`config.mk`:
```
export PLATFORM = sky130hd
export DESIGN_NAME = serial_alu_ctrl
export DESIGN_NICKNAME = d
export VERILOG_FILES = /design/src/rtl/serial_alu_ctrl.sv
export SDC_FILE = /design/constraint.sdc
export NUM_CORES = 1
export LEC_CHECK = 0
export BUFFER_PORTS_ARGS = -buffer_cell sky130_fd_sc_hd__buf_2
export CAP_MARGIN = 20
export CORE_MARGIN = 10
export CORE_UTILIZATION = 35
export DETAILED_ROUTE_END_ITERATION = 16
export GPL_TIMING_DRIVEN = 0
export PLACE_DENSITY_LB_ADDON = 0.08
export RECOVER_POWER = 100
export SLEW_MARGIN = 20
export SYNTH_ARGS = -nofsm -noshare
export SYNTH_HDL_FRONTEND = slang
export SYNTH_SLANG_ARGS = --single-unit
export TNS_END_PERCENT = 50
```
`constraint.sdc`:
```
create_clock -name clk -period 5.8 [get_ports clk]
set_input_delay 0.58 -clock clk [delete_from_list [all_inputs] [get_ports clk]]
set_output_delay 0.58 -clock clk [all_outputs]
set_load 0.05 [all_outputs]
```
`src/rtl/serial_alu_ctrl.sv`:
```
// serial_alu_ctrl: bit-serial ALU sequencer driving one 1-bit slice per cycle.
// Define SERIAL_ALU_OVF_EN to compute signed overflow and use it to correct SLT.
module serial_alu_ctrl #(
  parameter int WIDTH = 32
) (
  input  logic             clk,
  input  logic             rst,
  input  logic             in_valid,
  output logic             in_ready,
  input  logic [3:0]       alu_ctrl,
  input  logic [WIDTH-1:0] src_a,
  input  logic [WIDTH-1:0] src_b,
  output logic             out_valid,
  input  logic             out_ready,
  output logic [WIDTH-1:0] result,
  output logic             zero,
  output logic             overflow
);
  localparam int IW = $clog2(WIDTH);
  typedef enum logic [1:0] {IDLE, RUN, DONE} state_t;
  state_t           state;
  logic [3:0]       ctrl;
  logic [WIDTH-1:0] a, b, word, fin;
  logic [WIDTH-2:0] acc;
  logic [IW-1:0]    idx;
  logic             carry, a_inv, b_inv, known, ab, bb, sum, cout, r, ovf, set, last;
  logic [1:0]       op;
  assign in_ready  = state == IDLE;
  assign out_valid = state == DONE;
  always_comb begin
    a_inv = ctrl == 4'b1100;
    b_inv = ctrl inside {4'b0110, 4'b0111, 4'b1100};
    op    = ctrl == 4'b0001 ? 2'b01 : (ctrl inside {4'b0010, 4'b0110, 4'b0111}) ? 2'b10 : 2'b00;
    known = ctrl inside {4'b0000, 4'b0001, 4'b0010, 4'b0110, 4'b0111, 4'b1100};
    ab    = a[0] ^ a_inv;
    bb    = b[0] ^ b_inv;
    sum   = ab ^ bb ^ carry;
    cout  = (ab & bb) | (carry & (ab ^ bb));
    r     = op == 2'b00 ? ab & bb : op == 2'b01 ? ab | bb : op == 2'b10 ? sum : 1'b0;
    word  = {r, acc};
`ifdef SERIAL_ALU_OVF_EN
    ovf   = carry ^ cout;
`else
    ovf   = 1'b0;
`endif
    set   = r ^ ovf;
    fin   = !known ? '0 : ctrl == 4'b0111 ? WIDTH'(set) : word;
    last  = idx == IW'(WIDTH - 1);
  end
  always_ff @(posedge clk or posedge rst) begin
    if (rst) begin
      state    <= IDLE;
      ctrl     <= '0;
      a        <= '0;
      b        <= '0;
      acc      <= '0;
      idx      <= '0;
      carry    <= 1'b0;
      result   <= '0;
      zero     <= 1'b0;
      overflow <= 1'b0;
    end else begin
      case (state)
        IDLE: if (in_valid) begin
          ctrl  <= alu_ctrl;
          a     <= src_a;
          b     <= src_b;
          idx   <= '0;
          carry <= alu_ctrl inside {4'b0110, 4'b0111, 4'b1100};
          state <= RUN;
        end
        RUN: begin
          a     <= a >> 1;
          b     <= b >> 1;
          carry <= cout;
          acc   <= word[WIDTH-1:1];
          idx   <= last ? '0 : idx + IW'(1);
          if (last) begin
            result   <= fin;
            zero     <= fin == '0;
            overflow <= (ctrl inside {4'b0010, 4'b0110}) & ovf;
            state    <= DONE;
          end
        end
        DONE: if (out_ready) state <= IDLE;
        default: state <= IDLE;
      endcase
    end
  end
endmodule

```
# Word-level counts from Yosys, hierarchy flattened
# Index checks and enable logic that the tools add are counted.
# classes
eq_ne,16
mul,0
addsub,1
magnitude_cmp,0
muxes,20
div_mod_pow,0
bitwise_logic,8
n_shift,0
reduce_logical,13
# op_table
cell,n
32-bit two-way mux,4
32-bit case mux with 2 select lines,2
32-bit logical NOT,1
4-bit by 3-bit equality test with 1-bit output (second input constant),4
2-bit two-way mux,5
5-bit two-way mux,2
5-bit case mux with 2 select lines,1
3-bit nonzero test,3
4-bit equality test (second input constant),2
2-bit case mux with 3 select lines,1
2-bit AND reduction,3
6-bit nonzero test,1
5-bit by 1-bit adder with 5-bit output (second input constant),1
5-bit equality test (second input constant),1
2-bit by 1-bit equality test with 1-bit output (second input constant),2
2-bit equality test (second input constant),2
4-bit by 1-bit equality test with 1-bit output (second input constant),1
4-bit by 2-bit equality test with 1-bit output (second input constant),1
2-bit logical NOT,2
4-bit logical NOT,1
1-bit two-way mux,4
2-bit inequality test (second input constant),2
1-bit XOR,4
3-bit AND reduction,1
other kinds (5),7
# word_totals
n_memories,0
elab_cells,67
ramBits,0
latchBits,0
output_inout_bits,36
in_bits,72
register_bits,140
mem_bits_ro,0

# Longest topological paths before layout
# depth
ltp_word,11
mapped_depth,10
depth_no_buf,9

# Least setup slack after synthesis
# No wires, ideal clock.
# synth_timing
kind,register to register
from,reg ctrl[1]
to,reg zero
slack_ns,3.522
t_arrival_ns,2.156
setup_ns,0.122
required_time_ns,5.678
path_buffers,1
stages_incl_launch_ff,9
period_less_slack_ns,2.278
path_cell_list,dfrtp_1 -> clkbuf_1 -> o21ai_0 -> nand2_1 -> xnor2_1 -> fa_1 -> nand2b_1 -> o311a_1 -> a32o_1
# synth_via
elab_chain_len,11
elab_cells_between_ends,26
cone_classes,eq/ne (7); mux (7); bitwise (6); reduce/logical (6)
# synth_lines
element,line_no,rtl
start: declaration,22,logic [3:0] ctrl;
start signal: assignment,65,ctrl <= alu_ctrl;
"4-bit by 2-bit equality test with 1-bit output, or another cell as far along",-,
"3-bit nonzero test, on equally long branches","33, 32",
2-bit two-way mux / 1-bit XOR (equally long branches),"33, 36",
2-bit two-way mux / 1-bit XOR (equally long branches),"33, 37",
2-bit equality test / 1-bit XOR (equally long branches),"39, 37",
1-bit two-way mux (3 in a row),39,r = op == 2'b00 ? ab & bb : op == 2'b01 ? ab | bb : op == 2'b10 ? sum : 1'b0;
32-bit two-way mux,47,fin = !known ? '0 : ctrl == 4'b0111 ? WIDTH'(set) : word;
32-bit two-way mux (*),47,
32-bit logical NOT (*),80,zero <= fin == '0;
end signal: assignment,60,zero <= 1'b0;
end signal: assignment,80,
end: declaration,16,"output logic zero,"
# Every way passes the cells marked *; elsewhere a longest branch is shown, timed or not.
# A chain may end at the register's enable or synchronous reset.

# Worst setup path after layout
# layout_timing
from,reg ctrl[3]
to,reg zero
# Same word-level chain as after synthesis.

==> impl_metrics.ini <==
[synthesis]
yosysTopAreaCell = dfrtp_1
yosysUniqueCellTypes = 38
synth_top_cells_by_count = 291 x nand2_1, 140 x dfrtp_1, 73 x nor2_1
synth-main-ff-cell = dfrtp_1
netlist.area_leader.share_pct = 56.5
synth_top_family_by_area = simple AND/OR/NAND/NOR gates
synth_enable_flop_cells = 0
avgSynthCellArea_sq_um = 8.54
synth_seq_cells = 140
synthesis.nets = 803
synth_area_sq_um = 6200
synth-xor-area-share_pct = 0.565
ys_seq_area_share_pct = 56.5
synth_most_common_cell = nand2_1
yosys.area_share.simple_pct = 25.8
synthCells = 726
synth_area_leaders = dfrtp_1 56%, nand2_1 18%, a31oi_1 6.4%
synthAdderAreaFrac_pct = 1.13
synth_compound_area_share_pct = 11.4
async_flop_share_pct = 100
synth_mux_area_share_pct = 0.545
synth_warnings = 0

[pwr]
ir_worst_vdd_uv = 262
p_leak_nw = 3.50
p_per_area_nw_per_um2 = 546
power.total_mw = 4.13

[finish]
num_antenna_cells = 0
area_growth_syn_to_layout_pct = 21.9
num-fill-cells = 1753
instances_no_fill = 1089
fin_nets = 929
drive_gt1_share_pct = 13.5

[timing]
hold_viol_final = 0
grt_setup_unrepaired = false
setup_viol = 0
slew_headroom_pct = -114
timing.hold.ws_ns = 0.384
tns_ns = 0
max_freq_ghz = 0.383
worst_pin_slew_ns = 3.20
slew_viol_final = 71
min_period_over_period_pct = 45.0
finalCriticalPeriod_ns = 2.61
fin_skew_ns = 0.00862

[floorplan]
rows = 48
core_sq_um = 17400
ios = 108
die_h_um = 153
die_width_um = 153
initial_core_util_pct = 35.7
dieArea_sq_um = 23400

[global_route]
grt_pass1_wl_um = 26800
grt_usage_pct = 13.7
antenna_found_initial = 1
grt_max_degree = 72
grt_pass1_vias = 5392
grt_overflow = 0

[worst_hold_path]
hold_path_depth = 2
hp-class = primary input to flop
min_to = state[1]
min_from = out_ready

[clock_network]
cts_tree = yes
cts.repair.resized = 0
clock_path_buffers = 2
path_clk_slew_ns = 0.06
post-cts-setup-buffer-count = 0
clock_latency_ns = 0.42
clockRootBuffer = clkbuf_16
cts_hold_buf = 0
cts.htree.levels = 4
cts_buffers = 17
cts_num_sinks = 140

[setup_path]
r2r-end = zero
cp_data_required_time_ns = 6.10
reg2reg_from = ctrl[3]
setup.worst_path.start_class = flop
path_max_fanout = 10
crit_path_start = ctrl[3]
r2r_cells = 9
worstSetupPathType = flop to flop
end_kind = flop
worstPathArrival_ns = 2.92
r2r_slack_ns = 3.19

[place]
hpwl_um = 11500
io_buffers = 106
dpl.cell_count = 1058
gp_congestion = 0.820

[routing]
drt-wirelength-per-cell_um = 14.7
drt-vias-per-instance = 4.82
routed_wl_um = 16100
drt_iter0_markers = 309
drc = 0
route.vias.total = 5247
drt-pass1-iter-count = 5
drtAntennaViolNets = 0

[outcome]
violations = capacitance limit, slew limit
status = complete, but fails checks

[flow_run]
drv_cap = 1
-- per-stage QoR --
stage | area, sq um | setup slack [ns] | utilization (%)
after floorplan | 6200 | 1.47 | -
after global placement | 7010 | -0.205 | 40.4
after detailed placement | 7050 | 3.31 | 40.6
after CTS | 7630 | 3.30 | 44.0
after global routing | 7560 | 2.72 | 43.6
final | 7560 | 3.19 | 43.6
-- state kept, by name, indices dropped and copies added (netlist names) --
name    flops
a          32
acc        31
b          32
carry       1
ctrl        4
idx         5
result     32
state       2
zero        1
-- report_power, final --
part	internal [mW]	switching (mW)	leakage [nW]
registers	1.35	0.259	1.72
logic	0.487	0.938	1.50
clock network	0.695	0.396	0.288
total	2.53	1.59	3.50
-- worst max-delay path, cell delays in order, from the launching register on --
cell and delay (ns):
dfrtp_1 0.33, clkbuf_1 0.32, nand2b_1 0.13, o21ai_0 0.15, nand2_1 0.11, xnor2_1 0.18, fa_1 0.54, nand2b_1 0.07
o311a_1 0.39, a32o_1 0.27
-- cells in the final DEF, fill, tap and decap left out, drive strengths merged, types with 2 or more instances in the layout --
master,count
a31oi,63
and3,2
buf,86
bufinv,3
clkbuf,95
clkinv,4
dfrtp,140
ha,4
inv,4
mux2,3
nand2,291
nand2b,6
nand3,2
nand3b,4
nand4,2
nor2,73
nor2b,5
nor3b,3
nor4,7
o21ai,46
o31ai,2
xnor2,2
xor2,2
-- logic make-up (layout without fill, tap and decap cells) --
logic type,count (synthesis),in the layout
AO/OA/AOI/OAI,119,119
XOR/XNOR,4,4
adder cells (fa/ha/maj),5,5
buffers and inverters,55,193
flip-flops,140,140
multiplexers,3,3
other,1,1
AND/OR/NAND/NOR,399,399
-- routing by layer --
layer	share of wire, %	GRT usage (%)	routed length [um]	up-vias
met5	0.044	0	7	-
met4	1.6	4.90	263	2
met3	4.9	4.38	792	24
met2	45	21.4	7270	105
met1	48	17.5	7730	2481
li1	-	-	-	2635
-- worst max path at each step --
stage	endpoint	slack (ns)	cells after the start
global placement	b[20]	-0.20	2
detailed placement	zero	3.31	8
global route	result[27]	2.72	2
floorplan	a[0]	1.47	1
finish	zero	3.19	9
CTS	zero	3.30	8
-- cell type report --
type / instances / area (sq um) / area share (%)
Buffer: 50 / 213 / 2.81
Inverter: 5 / 20.0 / 0.265
Clock inverter: 7 / 114 / 1.51
Tap cell: 225 / 282 / 3.72
Multi-Input combinational cell: 531 / 2440 / 32.3
Timing Repair Buffer: 107 / 514 / 6.80
Clock buffer: 24 / 472 / 6.24
Sequential cell: 140 / 3500 / 46.3
Power figures use the tool's default switching activity.
